File: config.mk
export PLATFORM = sky130hd
export DESIGN_NAME = pmp_fork8_sync
export DESIGN_NICKNAME = d
export VERILOG_FILES = /design/src/rtl/pmp_fork8_sync.sv
export SDC_FILE = /design/constraint.sdc
export NUM_CORES = 1
export LEC_CHECK = 0
export CORE_UTILIZATION = 45
export CTS_CLUSTER_SIZE = 12
export DETAILED_ROUTE_END_ITERATION = 16
export PLACE_DENSITY = 0.74
export SLEW_MARGIN = 10
export SYNTH_ARGS = -nofsm -noshare
export SYNTH_HDL_FRONTEND = slang
export SYNTH_SLANG_ARGS = --single-unit
File: constraint.sdc
create_clock -name clk -period 2.2 [get_ports clk]
set_input_delay 0.44 -clock clk [delete_from_list [all_inputs] [get_ports clk]]
set_output_delay 0.44 -clock clk [all_outputs]
set_load 0.03 [all_outputs]
File: src/rtl/pmp_fork8_sync.sv
// Fork controller: fans one upstream drive out to up to 8 PMP entry-check branches,
// collects each enabled branch's free in any order, and returns a single free upstream.
module pmp_fork8_sync #(
  parameter int unsigned N_BRANCH = 8,
  parameter int unsigned TIMEOUT  = 255,
  parameter int unsigned CNT_W    = 8
) (
  input  logic                clk,
  input  logic                rstn,
  input  logic                i_drive,
  input  logic [N_BRANCH-1:0] i_branch_en,
  output logic                o_free,
  output logic [N_BRANCH-1:0] o_drive,
  input  logic [N_BRANCH-1:0] i_free,
  output logic                o_busy,
  output logic [N_BRANCH-1:0] o_pending_mask,
  output logic                o_err_timeout,
  output logic                o_err_overrun
);

  if (N_BRANCH != 8) begin : gBadBranchCount
    $error("pmp_fork8_sync: N_BRANCH must be 8");
  end
  if (CNT_W < 1 || CNT_W > 31 || TIMEOUT > (32'd1 << CNT_W) - 32'd1) begin : gBadTimeout
    $error("pmp_fork8_sync: TIMEOUT does not fit in CNT_W bits");
  end

  localparam int unsigned TO_M1 = (TIMEOUT == 0) ? 0 : TIMEOUT - 1;
  localparam logic [CNT_W-1:0] TO_LAST = CNT_W'(TO_M1);
  localparam bit TO_ENABLED = (TIMEOUT != 0);

  typedef enum logic [1:0] {
    StIdle,
    StFork,
    StWait,
    StAck
  } stateT;

  stateT               state;
  logic [N_BRANCH-1:0] enMask;
  logic [N_BRANCH-1:0] collected;
  logic [CNT_W-1:0]    cnt;

  logic [N_BRANCH-1:0] collNext;
  logic                allFreed;
  logic                timeoutHit;

  // Completion looks at this cycle's frees too, so a free in FORK reaches ACK next cycle.
  always_comb begin
    collNext   = collected | (i_free & enMask);
    allFreed   = (collNext == enMask);
    timeoutHit = TO_ENABLED && (cnt == TO_LAST);
  end

  always_ff @(posedge clk or negedge rstn) begin
    if (!rstn) begin
      state          <= StIdle;
      enMask         <= '0;
      collected      <= '0;
      cnt            <= '0;
      o_free         <= 1'b0;
      o_drive        <= '0;
      o_busy         <= 1'b0;
      o_pending_mask <= '0;
      o_err_timeout  <= 1'b0;
      o_err_overrun  <= 1'b0;
    end else begin
      o_free        <= 1'b0;
      o_drive       <= '0;
      o_err_timeout <= 1'b0;
      o_err_overrun <= i_drive && (state != StIdle);

      unique case (state)
        StIdle: begin
          if (i_drive) begin
            enMask         <= i_branch_en;
            collected      <= '0;
            cnt            <= '0;
            o_drive        <= i_branch_en;
            o_busy         <= 1'b1;
            o_pending_mask <= i_branch_en;
            state          <= StFork;
          end
        end

        StFork, StWait: begin
          collected      <= collNext;
          o_pending_mask <= enMask & ~collNext;
          if (cnt != '1) begin
            cnt <= cnt + 1'b1;
          end
          if (allFreed) begin
            o_free <= 1'b1;
            state  <= StAck;
          end else if (timeoutHit) begin
            o_free        <= 1'b1;
            o_err_timeout <= 1'b1;
            state         <= StAck;
          end else begin
            state <= StWait;
          end
        end

        StAck: begin
          o_busy         <= 1'b0;
          o_pending_mask <= '0;
          state          <= StIdle;
        end

        default: begin
          o_busy         <= 1'b0;
          o_pending_mask <= '0;
          state          <= StIdle;
        end
      endcase
    end
  end

endmodule

==> flow_summary.yaml <==
worst_setup_path:
  path_class: "register to register"
  critPathMaxFanout: 8
  arrival_ps: 2030
  path_buf_inv: 0
  end_kind: "register"
  crit_chain: "ha_1, and3_4, a211o_4, or3_1, o211ai_1"
  cpLargestDelayFamily: "simple AND/OR/NAND/NOR gates"
  critPathLaunchType: "register"
  r2r-start: "cnt[0]"
  max_stage_delay_ps: 440
  cp_slowest_cell: "dfrtp_1"
  worstSetupStartpoint: "cnt[0]"
  required_ps: 2420
placement:
  dp_slack_ps: 238
  dpl-instance-area_um2: 2700
  place.gp.congestion: 0.780
  dp.cells: 308
  port-buffer-count: 38
  hpwl_um: 2920
grt:
  grt_pass1_vias: 1555
  grt_max_degree: 33
  gr-usage-all-layers_pct: 18.3
  grt_antenna_before_repair: 0
  grt_pass1_wl_um: 7270
  grt_overflow: 0
logic_synthesis:
  syn_nets: 238
  synthFlopType: "dfrtp_1"
  netlist_top_cells_count: "46 x dfrtp_1, 21 x a21oi_1, 17 x nand2_1, 13 x o21ai_0, 12 x ha_1"
  synth_edf_count: 0
  async_flop_share_pct: 100
  yosysMostFrequentCell: "dfrtp_1"
  yosysTopAreaCell: "dfrtp_1"
  syn-instance-count: 207
  yosysWarnings: 0
  synth.area.top_cells: "dfrtp_1 52%, ha_1 6.8%, a21oi_1 4.8%"
  ys_ff_latch: 46
  synth_top_area_share_pct: 52.1
  synth_cell_types: 34
  avgSynthCellArea_um2: 10.7
  syn_area_um2: 2210
  ys_seq_area_share_pct: 52.1
clock_tree:
  ctsHtreeMaxLevel: 2
  cts-buffers-inserted: 5
  clock_latency_ps: 300
  clk_pin_slew_worst_paths_ps: 90
  post_cts_buffers: 0
  cts_root_buffer: "clkbuf_8"
  clock_sinks: 46
  ctsHoldBuffers: 0
  cts.path.max_buffers: 2
  cts_tree: "built"
  cts_repair_resize_count: 0
floorplan:
  initial_core_util_pct: 46.8
  rows: 25
  dieArea_um2: 5200
  fp.dieW_um: 72.1
  die_h_um: 72.1
  core-area_um2: 4720
  io_pins: 39
routing:
  via_per_inst: 5.41
  first_pass_iters: 10
  wl_per_cell_um: 14.0
  drcViolationCount: 2
  drt-total-wl_um: 4440
  ant_nets: 0
  via_count: 1708
  drtIter0Drc: 120
sta:
  tightest_slew_ps: 455
  fin_ws_ps: 391
  slew_headroom_pct: 69.7
  finalCriticalPeriod_ps: 1810
  timing.hold.ws_ps: 72.1
  clock_skew_ps: 6.70
  tns_ps: 0
  max_freq_mhz: 553
  fin_crit_sh_pct: 82.2
  rsz0062_at_grt: "no"
  finalSetupViolations: 0
  hold_violations: 0
  slew_violations: 0
finish:
  stdcell_area_um2: 2810
  fin_cells: 316
  syn_to_final_growth_pct: 27.1
  antenna_cells: 0
  nets: 279
  fillers: 398
  utilization_pct: 59.5
  layout-drive-gt1-share_pct: 10.8
power:
  p_sw_mw: 1.56
  p_comb_share_pct: 46.8
  p_total_mw: 3.80
  p_seq_share_pct: 36.6
  p_sw_share_pct: 41.0
  vdd.ir_drop.worst_uv: 779
  clkPwrFrac_pct: 16.6
  p_int_mw: 2.24
  power_density_nw_per_um2: 1350
  cellLeakagePower_nw: 1.31
flow_run:
  max-cap-violations: 0
status:
  violations: "design-rule violations"
  status: "finished, violations left"
worst_hold_path:
  hold_path.class: "primary input to asynchronous set/reset pin"
-- cell type report --
type                       count  area (um^2)  share of cell area, %
clock buffer                   5         68.8                   2.45
clock inverter                 3         45.0                   1.60
timing repair buffer          45          453                   16.1
sequential                    46         1150                   41.0
multi-input combinational    144          985                   35.1
inverter                       6         22.5                  0.802
tap                           67         83.8                   2.98
-- layer usage --
metal	GRT usage [%]	up-vias	routed length (um)
met1	25.2	817	2190
met3	4.86	9	205
met4	5.88	0	78
met5	0	-	0
met2	28.3	44	1970
li1	-	838	-
-- path summary, 6_finish.rpt --
kind | end | depth (start not counted) | slack [ps]
max in group asynchronous | enMask[0] | 2 | 1630
setup / recovery | cnt[5] | 5 | 390
hold / removal | enMask[5] | 1 | 70
min in group clk | state[1] | 2 | 530
setup reg to reg | cnt[5] | 5 | 390
hold reg to reg | state[1] | 2 | 530
-- sequential cells by signal, indices dropped and copies added, names as in the netlist --
name            cells
o_free              1
state               2
o_err_overrun       1
enMask              8
collected           8
o_busy              1
o_pending_mask      8
o_drive             8
o_err_timeout       1
cnt                 8
-- logic make-up (layout without fill, tap and decap cells) --
| group | count (synthesis) | count (layout) | share of synthesized area, % |
|---|---|---|---|
| AO/OA/AOI/OAI | 71 | 71 | 20.3 |
| XOR/XNOR | 1 | 1 | 0.396 |
| adder cells (fa/ha/maj) | 12 | 12 | 6.79 |
| buffers and inverters | 17 | 59 | 3.40 |
| flip-flops | 46 | 46 | 52.1 |
| multiplexers | 9 | 9 | 4.53 |
| AND/OR/NAND/NOR | 51 | 51 | 12.6 |
-- cell usage in the layout (no fill, tap or decap), types with 3 or more instances in the layout --
cell type / count
dfrtp_1: 46
clkdlybuf4s50_1: 37
a21oi_1: 21
nand2_1: 17
o21ai_0: 13
ha_1: 12
a31oi_1: 9
and3_1: 8
mux2_2: 8
a21o_1: 8
a22o_1: 7
inv_1: 6
nor2_1: 6
o21ai_1: 5
clkbuf_8: 5
buf_4: 5
or3_1: 4
nand4_1: 3
nor2b_1: 3
nand3_1: 3
-- power by group through the flow --
stage | Clock [mW] | Combinational (mW) | Sequential (mW)
2_1_floorplan | 0 | 1.09 | 1.49
3_3_place_gp | 0 | 1.75 | 1.39
3_5_place_dp | 0 | 1.78 | 1.40
4_1_cts | 0.647 | 1.79 | 1.38
5_1_grt | 0.681 | 1.98 | 1.43
6_report | 0.631 | 1.78 | 1.39
(Power assumes the default switching activity.)
